### src/rtl/dac_sample_formatter.sv
// dac_sample_formatter: saturates signed sample pairs to 14 bits and codes them for a DDR DAC,
// with hold, ramp and midscale modes selected every cycle by mode_in.
module dac_sample_formatter #(
    parameter int          IN_W       = 16,
    parameter bit          OFFSET_BIN = 1'b0,
    parameter logic [13:0] RAMP_STEP  = 14'd1
) (
    input  logic                   clk_in,
    input  logic                   rst_in,
    input  logic signed [IN_W-1:0] ch0_data_in,
    input  logic signed [IN_W-1:0] ch1_data_in,
    input  logic                   data_valid_in,
    input  logic [1:0]             mode_in,
    input  logic                   sat_clear_in,
    output logic [13:0]            DAC0_out,
    output logic [13:0]            DAC1_out,
    output logic                   valid_out,
    output logic [1:0]             sat_flag_out
);
    typedef enum logic [1:0] {
        NORMAL   = 2'b00,
        HOLD     = 2'b01,
        RAMP     = 2'b10,
        MIDSCALE = 2'b11
    } state_t;

    localparam logic signed [IN_W-1:0] SAT_HI = IN_W'(8191);
    localparam logic signed [IN_W-1:0] SAT_LO = IN_W'(-8192);
    localparam logic [13:0] RAMP_MIN  = 14'h2000;
    localparam logic [13:0] CODE_ZERO = OFFSET_BIN ? 14'h2000 : 14'h0000;

    function automatic logic f_over(input logic signed [IN_W-1:0] x);
        return (x > SAT_HI) || (x < SAT_LO);
    endfunction

    function automatic logic [13:0] f_sat(input logic signed [IN_W-1:0] x);
        logic signed [IN_W-1:0] y;
        y = (x > SAT_HI) ? SAT_HI : (x < SAT_LO) ? SAT_LO : x;
        return y[13:0];
    endfunction

    // Offset binary is two's complement with the sign bit inverted.
    function automatic logic [13:0] f_code(input logic [13:0] v);
        return OFFSET_BIN ? {~v[13], v[12:0]} : v;
    endfunction

    state_t      r_state;
    logic        r_entry;
    logic [13:0] r_s1_ch0, r_s1_ch1, r_s2_ch0, r_s2_ch1, r_ramp;
    logic        r_s1_vld, r_s2_vld;

    logic        w_accept;
    logic [1:0]  w_clamp;
    logic [13:0] w_ramp_val, w_ramp_code;

    assign w_accept    = (r_state == NORMAL) && data_valid_in;
    assign w_clamp     = w_accept ? {f_over(ch1_data_in), f_over(ch0_data_in)} : 2'b00;
    assign w_ramp_val  = r_entry ? RAMP_MIN : r_ramp;
    assign w_ramp_code = f_code(w_ramp_val);

    // Samples only advance while the state stays NORMAL, so leaving NORMAL flushes the pipe.
    always_ff @(posedge clk_in or posedge rst_in) begin
        if (rst_in) begin
            r_state      <= MIDSCALE;
            r_entry      <= 1'b0;
            r_s1_ch0     <= '0;
            r_s1_ch1     <= '0;
            r_s1_vld     <= 1'b0;
            r_s2_ch0     <= '0;
            r_s2_ch1     <= '0;
            r_s2_vld     <= 1'b0;
            r_ramp       <= '0;
            DAC0_out     <= CODE_ZERO;
            DAC1_out     <= CODE_ZERO;
            valid_out    <= 1'b0;
            sat_flag_out <= 2'b00;
        end else begin
            r_state      <= state_t'(mode_in);
            r_entry      <= state_t'(mode_in) != r_state;
            r_s1_vld     <= w_accept;
            if (w_accept) begin
                r_s1_ch0 <= f_sat(ch0_data_in);
                r_s1_ch1 <= f_sat(ch1_data_in);
            end
            r_s2_vld     <= r_s1_vld && (r_state == NORMAL);
            r_s2_ch0     <= r_s1_ch0;
            r_s2_ch1     <= r_s1_ch1;
            sat_flag_out <= w_clamp | (sat_flag_out & {2{~sat_clear_in}});
            case (r_state)
                NORMAL: begin
                    valid_out <= r_s2_vld;
                    if (r_s2_vld) begin
                        DAC0_out <= f_code(r_s2_ch0);
                        DAC1_out <= f_code(r_s2_ch1);
                    end
                end
                HOLD: valid_out <= 1'b0;
                RAMP: begin
                    DAC0_out  <= w_ramp_code;
                    DAC1_out  <= ~w_ramp_code;
                    valid_out <= 1'b1;
                    r_ramp    <= w_ramp_val + RAMP_STEP;
                end
                default: begin
                    DAC0_out  <= CODE_ZERO;
                    DAC1_out  <= CODE_ZERO;
                    valid_out <= r_entry;
                end
            endcase
        end
    end
endmodule

### config.mk
export PLATFORM = sky130hd
export DESIGN_NAME = dac_sample_formatter
export DESIGN_NICKNAME = d
export VERILOG_FILES = /design/src/rtl/dac_sample_formatter.sv
export SDC_FILE = /design/constraint.sdc
export NUM_CORES = 1
export LEC_CHECK = 0
export ABC_AREA = 1
export BUFFER_PORTS_ARGS = -buffer_cell sky130_fd_sc_hd__clkbuf_2
export CAP_MARGIN = 10
export CORE_UTILIZATION = 56
export DETAILED_ROUTE_END_ITERATION = 6
export HOLD_SLACK_MARGIN = 0.06
export PLACE_DENSITY = 0.79
export REMOVE_ABC_BUFFERS = 1
export SETUP_SLACK_MARGIN = 0.5
export SYNTH_ARGS = -nofsm -noshare
export SYNTH_HDL_FRONTEND = slang
export SYNTH_SLANG_ARGS = --single-unit
### constraint.sdc
create_clock -name clk_in -period 4.6 [get_ports clk_in]
set_input_delay 0.92 -clock clk_in [delete_from_list [all_inputs] [get_ports clk_in]]
set_output_delay 0.92 -clock clk_in [all_outputs]
set_load 0.05 [all_outputs]
After elaboration in Yosys (flattened, before gate mapping)

Index checks and enable logic that the tools add are counted.

Bits in registers: 106
Bits of input ports: 38
Word-level logic and storage cells: 44

Add/subtract/negate cells: 1
Magnitude comparators: 4
Equality and inequality tests: 4
Mux-type cells: 11
Bitwise gates (word level): 5
Reduce and logical (&&, ||, !) cells: 6

Operators by type and width:

| cell                                                          | count |
|---|---|
| 2-to-1 mux 14 bit                                             | 7 |
| one-hot mux 14 bit (3 select lines)                           | 2 |
| > comparator 16 x 14 -> 1 bit (second input constant)         | 2 |
| less-than comparator 16 x 14 -> 1 bit (second input constant) | 2 |
| adder 14 x 1 -> 14 bit (second input constant)                | 1 |
| inverter 14 bit                                               | 1 |
| one-hot mux 1 bit (3 select lines)                            | 1 |
| bitwise AND 2 bit                                             | 1 |
| == test 2 x 1 -> 1 bit (second input constant)                | 1 |
| == test 2 bit (second input constant)                         | 1 |
| logical AND 1 bit                                             | 2 |
| logical NOT 2 bit                                             | 1 |
| logical OR 1 bit                                              | 2 |
| 2-to-1 mux 2 bit                                              | 1 |
| inequality test 2 bit                                         | 1 |
| inequality test 2 bit (second input constant)                 | 1 |
| inverter 1 bit                                                | 2 |
| bitwise OR 2 bit                                              | 1 |
| AND reduction 2 bit                                           | 1 |

Longest topological paths before layout

Gate-level depths: netlist of the first run.

Depth in word-level cells: 4
Depth in mapped cells: 10
Depth with buffers taken out: 10

Worst setup path after synthesis of the first run

Ideal clock, no wire load.

Path kind: input port to flip-flop
Start: in ch0_data_in[14]
End: reg r_s1_ch0[0]
Setup time: 74 ps
Arrival time: 1,631 ps
Required time: 4,526 ps
Path slack: 2,895 ps
Cell stages on the path: 5
Path buffers: 1
Path through: nor2_1 nor2_1 clkbuf_1 nor2_1 o21ai_2

Longest elaborated chain between the ends: 3
Elaborated cells on any way between the ends: 4

RTL lines:

| element                               | line | text |
|---|---|---|
| start: declaration                    | 10   | `input logic signed [IN_W-1:0] ch0_data_in,` |
| less-than comparator 16 x 14 -> 1 bit | 38   | `y = (x > SAT_HI) ? SAT_HI : (x < SAT_LO) ? SAT_LO : x;` |
| 2-to-1 mux 14 bit                     | 38   |  |
| 2-to-1 mux 14 bit (*)                 | 38   |  |
| end signal: assignment                | 82   | `r_s1_ch0 <= f_sat(ch0_data_in);` |
| end: declaration                      | 49   | `logic [13:0] r_s1_ch0, r_s1_ch1, r_s2_ch0, r_s2_ch1, r_ramp;` |

Every way passes the cells marked *; elsewhere a longest branch is shown, timed or not.
A chain may end at the register's enable or synchronous reset.

Final worst setup path of the first run

Start: reg r_state[1]
End: reg r_ramp[10]

Longest elaborated chain between the ends: 1

RTL lines:

| element                  | line | text |
|---|---|---|
| start: declaration       | 47   | `state_t r_state;` |
| start signal: assignment | 78   | `r_state <= state_t'(mode_in);` |
| == test 2 bit            | 89   | `case (r_state)` |
| end signal: assignment   | 102  | `r_ramp <= w_ramp_val + RAMP_STEP;` |
| end: declaration         | 49   |  |

No other way between the ends.

==> reports/qor.yml, run 1 <==
sta:
  finalCritPeriodShare_pct: 44.94
  setup_viol: 0
  setup_tns_ns: 0
  maxSlewHeadroom_pct: 31.32
  final.min_clock_period_ns: 2.067
  rsz0062_at_grt: "no"
  worst_slew_pin_slew_ns: 1.030
  skew_ns: 0.009307
  final-max-slew-violation-count: 0
  fmax_mhz: 483.8
  finalHoldViolCount: 0
  holdWs_ns: 0.3826
cells_and_area:
  nets: 563
  num_antenna_cells: 0
  layout-drive-gt1-share_pct: 23.11
  fill_cells: 621
  areaGrowthSynthToFinish_pct: 12.60
worst_hold_path:
  worstHoldPathType: "reg2reg"
  hold_depth: 0
clock_tree:
  cts_made_buffers: 9
  cts.sinks: 106
  clk_latency_ns: 0.37
  cts_root_buffer: "clkbuf_8"
  hold_buffers: 0
  cts_tree: "done"
  post_cts_resized: 0
  postCtsSetupBuffers: 0
  clkSlewWorstSetupHoldPaths_ns: 0.09
  cts.path.max_buffers: 2
  htree_levels: 3
grt:
  grt_usage_pct: 23.47
  grt_start_max_net_pins: 88
  grt_pass1_vias: 3184
  antenna_found_initial: 0
  grt_pass1_wl_microns: 14940
  overflow: 0
pwr:
  p_per_area_nw_per_um2: 403.4
  p_seq_share_pct: 55.4
  power_leakage_nw: 2.396
  internal-power_mw: 1.399
  p_switching_uw: 590.4
  power_mw: 1.989
  clkPwrFrac_pct: 29.1
  combPwrFrac_pct: 15.5
  ir_drop_uv: 206.9
  swShare_pct: 29.68
floorplanning:
  ioPinCount: 69
  core_sq_um: 7408
  die_w_microns: 90.43
  die_h_microns: 90.43
  rows: 31
  start_util_pct: 59.11
  die-area_sq_um: 8178
yosys:
  synthFlopType: "dfrtp_1"
  synth-edff-count: 0
  yosysMostFrequentCell: "nand2_1"
  yosysUniqueCellTypes: 29
  synth-warning-count: 0
  synth_cells: 465
  ys_ff_latch: 106
  mappedNetlistArea_sq_um: 4379
  syn_area_per_cell_sq_um: 9.418
  yosys.area.top_type: "dfrtp_1"
  ys_top_cells_by_area: "dfrtp_1 (59%), nand2_1 (9.7%), nor2_1 (6.7%), o21ai_2 (4.0%), a31oi_1 (3.6%)"
  synth_top_cell_area_share_pct: 59.43
  ys_seq_area_share_pct: 60.63
  async_reset_ff_share_pct: 100.0
  synth_common_cells: "nand2_1 (113), dfrtp_1 (104), nor2_1 (78), inv_1 (29), a31oi_1 (25)"
setup_path:
  startpoint_type: "flop"
  cp.required_ns: 4.86
  worstPathArrival_ns: 2.33
  cp-end-kind: "flop"
  r2r_cells: 7
  path_class: "reg2reg"
  path_max_fanout: 38
run_status:
  outcome: "complete, no violations"
routing:
  drt_first_pass_iters: 4
  vias: 3289
  vias_per_cell: 5.246
  ant_nets: 0
  drtIter0Drc: 285
  routed_wl_microns: 8800
  wl_per_cell_microns: 14.04
  drc: 0
placement:
  hpwl_microns: 5899
  gp_congestion: 0.8047
  portBuffers: 68
job:
  maxCapViolCount: 0
==> layout make-up <==
cell class,count,area [sq um],share of cell area [%]
repair buffers,69,347.8,7.054
flip-flops and latches,106,2655,53.84
clock buffers,10,137.6,2.791
inverters,36,137.6,2.791
clock inverters,5,61.31,1.243
well taps,99,123.9,2.512
multi-input cells,302,1468,29.76
==> flip-flops by register name, indices dropped and copies added (netlist names), 14 cells and up <==
name,flops
DAC1_out,14
r_s2_ch1,14
r_s2_ch0,14
r_ramp,14
r_s1_ch1,14
DAC0_out,14
r_s1_ch0,14
==> per-stage QoR <==
stage               area [sq um]  worst slack, ns  cells  utilization [%]
global placement            4732            2.461    612            63.87
floorplan                   4258           0.8944    444                -
CTS                         4931            2.534    627            66.56
finish                      4931            2.533    627            66.56
detailed placement          4732            2.392    612            63.87
global route                4931            2.318    627            66.56
==> worst max-delay path, stage by stage (launching register included) <==
cell and delay [ns]:
dfstp_2 0.62, nand2_2 0.14, inv_2 0.45, nand2_1 0.39
nand2_1 0.19, inv_1 0.05, nand2_1 0.06, nand2_1 0.05
==> routing by layer <==
metal / track usage (%) / part of all wire (%) / vias to the layer above
met2: 38.61 / 50 / 88
li1: - / - / 1605
met1: 31.37 / 44 / 1581
met4: 9.946 / 1.9 / 0
met5: 0 / 0 / -
met3: 3.451 / 4.3 / 15
==> final timing paths <==
path / start / to / slack [ns]
min in group asynchronous: rst_in / r_s1_ch0[5] / 0.77
max in group asynchronous: rst_in / r_s1_ch1[9] / 2.95
worst max register to register: r_state[1] / r_ramp[10] / 2.53
worst max-delay path: r_state[1] / r_ramp[10] / 2.53
worst min register to register: r_s1_ch1[5] / r_s2_ch1[5] / 0.38
worst min-delay path: r_s1_ch1[5] / r_s2_ch1[5] / 0.38
==> power by group through the flow <==
stage	Combinational [mW]	Sequential, mW	Clock, mW
6_report	0.308	1.10	0.579
5_1_grt	0.336	1.12	0.620
4_1_cts	0.312	1.10	0.588
3_5_place_dp	0.311	1.12	0
3_3_place_gp	0.303	1.12	0
2_1_floorplan	0.134	1.20	0
==> cells by family (layout without fill, tap and decap cells) <==
family,Yosys count,count (layout),share of synthesized area (%)
and+or+nand+nor,218,218,20.49
DFF,106,106,60.63
AOI/OAI and AO/OA,78,78,11.74
buffers and inverters,57,120,5.857
xor gates and xnor gates,5,5,1.000
adders and majority gates,1,1,0.2857
==> cells in the final DEF (no fill, tap or decap), types with 4 or more instances in the layout <==
master and count:
a21oi_1 6, a31oi_1 25, clkbuf_2 68, clkbuf_8 10, dfrtp_1 104, inv_1 28, inv_2 7, nand2_1 113
nand3_1 17, nor2_1 78, o21ai_0 22, o21ai_2 20, xnor2_1 4
Note: power is estimated with default switching activity, not from simulation.
==> run 2: changes to the inputs <==
--- a/config.mk
+++ b/config.mk
@@ -5,13 +5,13 @@
 export SDC_FILE = /design/constraint.sdc
 export NUM_CORES = 1
 export LEC_CHECK = 0
-export ABC_AREA = 1
+export ABC_AREA = 0
 export BUFFER_PORTS_ARGS = -buffer_cell sky130_fd_sc_hd__clkbuf_2
 export CAP_MARGIN = 10
-export CORE_UTILIZATION = 56
+export CORE_UTILIZATION = 51
 export DETAILED_ROUTE_END_ITERATION = 6
 export HOLD_SLACK_MARGIN = 0.06
-export PLACE_DENSITY = 0.79
+export PLACE_DENSITY = 0.75
 export REMOVE_ABC_BUFFERS = 1
 export SETUP_SLACK_MARGIN = 0.5
 export SYNTH_ARGS = -nofsm -noshare
==> constraint.sdc (replaced) <==
create_clock -name clk_in -period 1.8 [get_ports clk_in]
set_input_delay 0.36 -clock clk_in [delete_from_list [all_inputs] [get_ports clk_in]]
set_output_delay 0.36 -clock clk_in [all_outputs]
set_load 0.05 [all_outputs]
==> run 2 against run 1 <==
The run now ends with DRC left. Clock skew increased by 0.0083 ns. Cell area is 48% higher. Wire length up 110%. Sequential share of layout area is 17 points lower. Clock-buffer cell count fell by 1. Global-route usage rose by 6.0 points. Sequential cell count is the same. Area after synthesis increased by 7.0%. Synthesized cell count up 9.0%. Power grew to 2.9 times the previous value. Critical path depth decreased by 1. Sequential power rose to 2.6 times the previous value. Largest cell class unchanged.
==> reports/qor.yml, run 2 <==
clock_tree:
  cts_root_buffer: "clkbuf_8"
  cts_made_buffers: 9
  cts.path.max_buffers: 2
  htree_levels: 3
  cts_tree: "done"
  cts.sinks: 106
  clk_latency_ns: 0.40
  clkSlewWorstSetupHoldPaths_ns: 0.11
yosys:
  syn_area_per_cell_sq_um: 9.240
  ys_ff_latch: 106
  synthFlopType: "dfrtp_1"
  ys_top_cells_by_area: "dfrtp_1 (56%), nand2_1 (9.4%), o21ai_0 (9.2%), mux2i_1 (4.7%), nor2_1 (4.6%)"
  synth-edff-count: 0
  mappedNetlistArea_sq_um: 4684
  async_reset_ff_share_pct: 100.0
  ys_seq_area_share_pct: 56.68
  yosys.area.top_type: "dfrtp_1"
  synth_common_cells: "nand2_1 (117), dfrtp_1 (104), o21ai_0 (86), nor2_1 (57), clkbuf_1 (25)"
  yosysMostFrequentCell: "nand2_1"
  synth-warning-count: 0
  synth_cells: 507
  synth_top_cell_area_share_pct: 55.56
  yosysUniqueCellTypes: 42
placement:
  portBuffers: 68
  hpwl_microns: 7240
  placed_cells_incl_taps: 665
  gp_congestion: 0.8433
  post-place-ws_ns: 0.08828
setup_path:
  cp-end-kind: "flop"
  cp.required_ns: 2.06
  worstPathArrival_ns: 1.95
  crit_path_start: "r_entry"
  path_max_fanout: 7
  startpoint_type: "flop"
  rr_startpoint: "r_entry"
  path_class: "reg2reg"
floorplanning:
  die-area_sq_um: 9573
  die_w_microns: 97.84
  ioPinCount: 69
  start_util_pct: 53.20
  rows: 34
  die_h_microns: 97.84
  core_sq_um: 8806
pwr:
  power_leakage_nw: 3.370
  p_per_area_nw_per_um2: 795.3
  ir_drop_uv: 533.4
sta:
  finalHoldViolCount: 0
  final.min_clock_period_ns: 1.696
  rsz0062_at_grt: "yes"
  holdWs_ns: 0.07084
  setup_tns_ns: 0
  skew_ns: 0.01757
  final-max-slew-violation-count: 0
  setup_viol: 0
  worst_slew_pin_slew_ns: 0.5809
  fmax_mhz: 589.7
  maxSlewHeadroom_pct: 61.27
  fin_ws_ns: 0.1042
  finalCritPeriodShare_pct: 94.21
cells_and_area:
  num_antenna_cells: 0
  instances_no_fill: 777
  nets: 703
  layout_common_cells: "dfrtp_1 (99), nand2_1 (91), buf_4 (65)"
  final_common_cell: "dfrtp_1"
  fill_cells: 419
  seq_area_sq_um: 2661
  finish.utilization_pct: 82.67
  areaGrowthSynthToFinish_pct: 55.40
  multiInputGateArea_sq_um: 2354
  layout-drive-gt1-share_pct: 44.10
routing:
  drtIter0Drc: 699
  wl_per_cell_microns: 23.79
  vias: 4956
  drc: 57
  routed_wl_microns: 18490
  ant_nets: 0
  vias_per_cell: 6.378
  drt_first_pass_iters: 7
run_status:
  violations: "DRC"
  outcome: "complete, but fails checks"
job:
  maxCapViolCount: 0
grt:
  antenna_found_initial: 0
  grt_pass1_wl_microns: 21710
  grt_start_max_net_pins: 36
  grt_pass1_vias: 4228
  overflow: 0
  grt_usage_pct: 29.50
worst_hold_path:
  hold_start: "mode_in[0]"
  worstHoldPathType: "in2reg"
[run 2: cell count changes after synthesis, moves of 8 or more]
| cell | delta |
|---|---|
| o21ai_0 | +64 |
| clkbuf_1 | +17 |
| inv_1 | -24 |
| a22oi_1 | +8 |
| nor2b_1 | +8 |
| nand3_1 | -11 |
| mux2i_1 | +22 |
| o21ai_2 | -20 |
| a31oi_1 | -24 |
| nor2_1 | -21 |
[run 2: kinds of logic (layout without fill, tap and decap cells)]
| group | after synthesis | after routing | synth area share (%) |
|---|---|---|---|
| simple gates | 212 | 214 | 19.44 |
| compound gates | 119 | 119 | 13.92 |
| flops | 106 | 106 | 56.68 |
| buf+inv | 42 | 202 | 3.899 |
| mux | 25 | 25 | 5.422 |
| xor+xnor | 2 | 2 | 0.3740 |
| fa+ha+maj | 1 | 1 | 0.2671 |
[run 2: worst max-delay path: stages, from the launching register on]
cell and delay [ns]:
dfrtp_2 0.50, nor2b_4 0.19, ha_4 0.23, nand3_2 0.11
nor3_2 0.21, mux2i_1 0.22, o21ai_1 0.11
[run 2: layout make-up]
cell class | instances | share of cell area, %
Sequential cell | 106 | 36.56
Multi-Input combinational cell | 361 | 32.33
Timing Repair Buffer | 180 | 26.04
Tap cell | 108 | 1.856
Clock buffer | 9 | 1.702
Clock inverter | 7 | 1.066
Inverter | 6 | 0.4469
[run 2: metal layers]
layer  wire length [microns]  GRT usage [%]
met1                    6605          35.70
met3                    1899          7.087
met2                    8712          47.94
met5                       0              0
met4                    1268          17.95
[run 2: timing repair]
action / 4_1_cts / 5_1_grt
endpoints found under the hold margin: 31 / 0
gates resized for setup: 145 / 163
gates cloned: 6 / 10
pin swaps: 23 / 40
endpoints found under the setup margin: 103 / 124
hold buffers: 1 / 0
buffers inserted: 50 / 29
[run 2: power breakdown]
part | internal (mW) | switching, mW | total [mW]
clock network | 0.654 | 0.897 | 1.55
registers | 2.67 | 0.230 | 2.90
logic | 0.597 | 0.746 | 1.34
[run 2: path summary, 6_finish.rpt]
path                                    end  slack [ns]  cells past startpoint
worst max-delay path             r_ramp[12]        0.10                      6
worst min-delay path             r_state[0]        0.07                      1
worst max register to register   r_ramp[12]        0.10                      6
worst min register to register  r_s2_ch0[5]        0.39                      0
max in group asynchronous       DAC1_out[2]        0.68                      4
min in group asynchronous       r_s1_ch0[8]        0.49                      3
[run 2: metrics by stage]
| stage | power [mW] | cell area [sq um] |
|---|---|---|
| after floorplan | 3.305 | 4524 |
| after global placement | 3.570 | 5190 |
| after detailed placement | 3.612 | 5190 |
| after CTS | 5.296 | 6436 |
| after global routing | 5.960 | 7279 |
| final | 5.789 | 7279 |
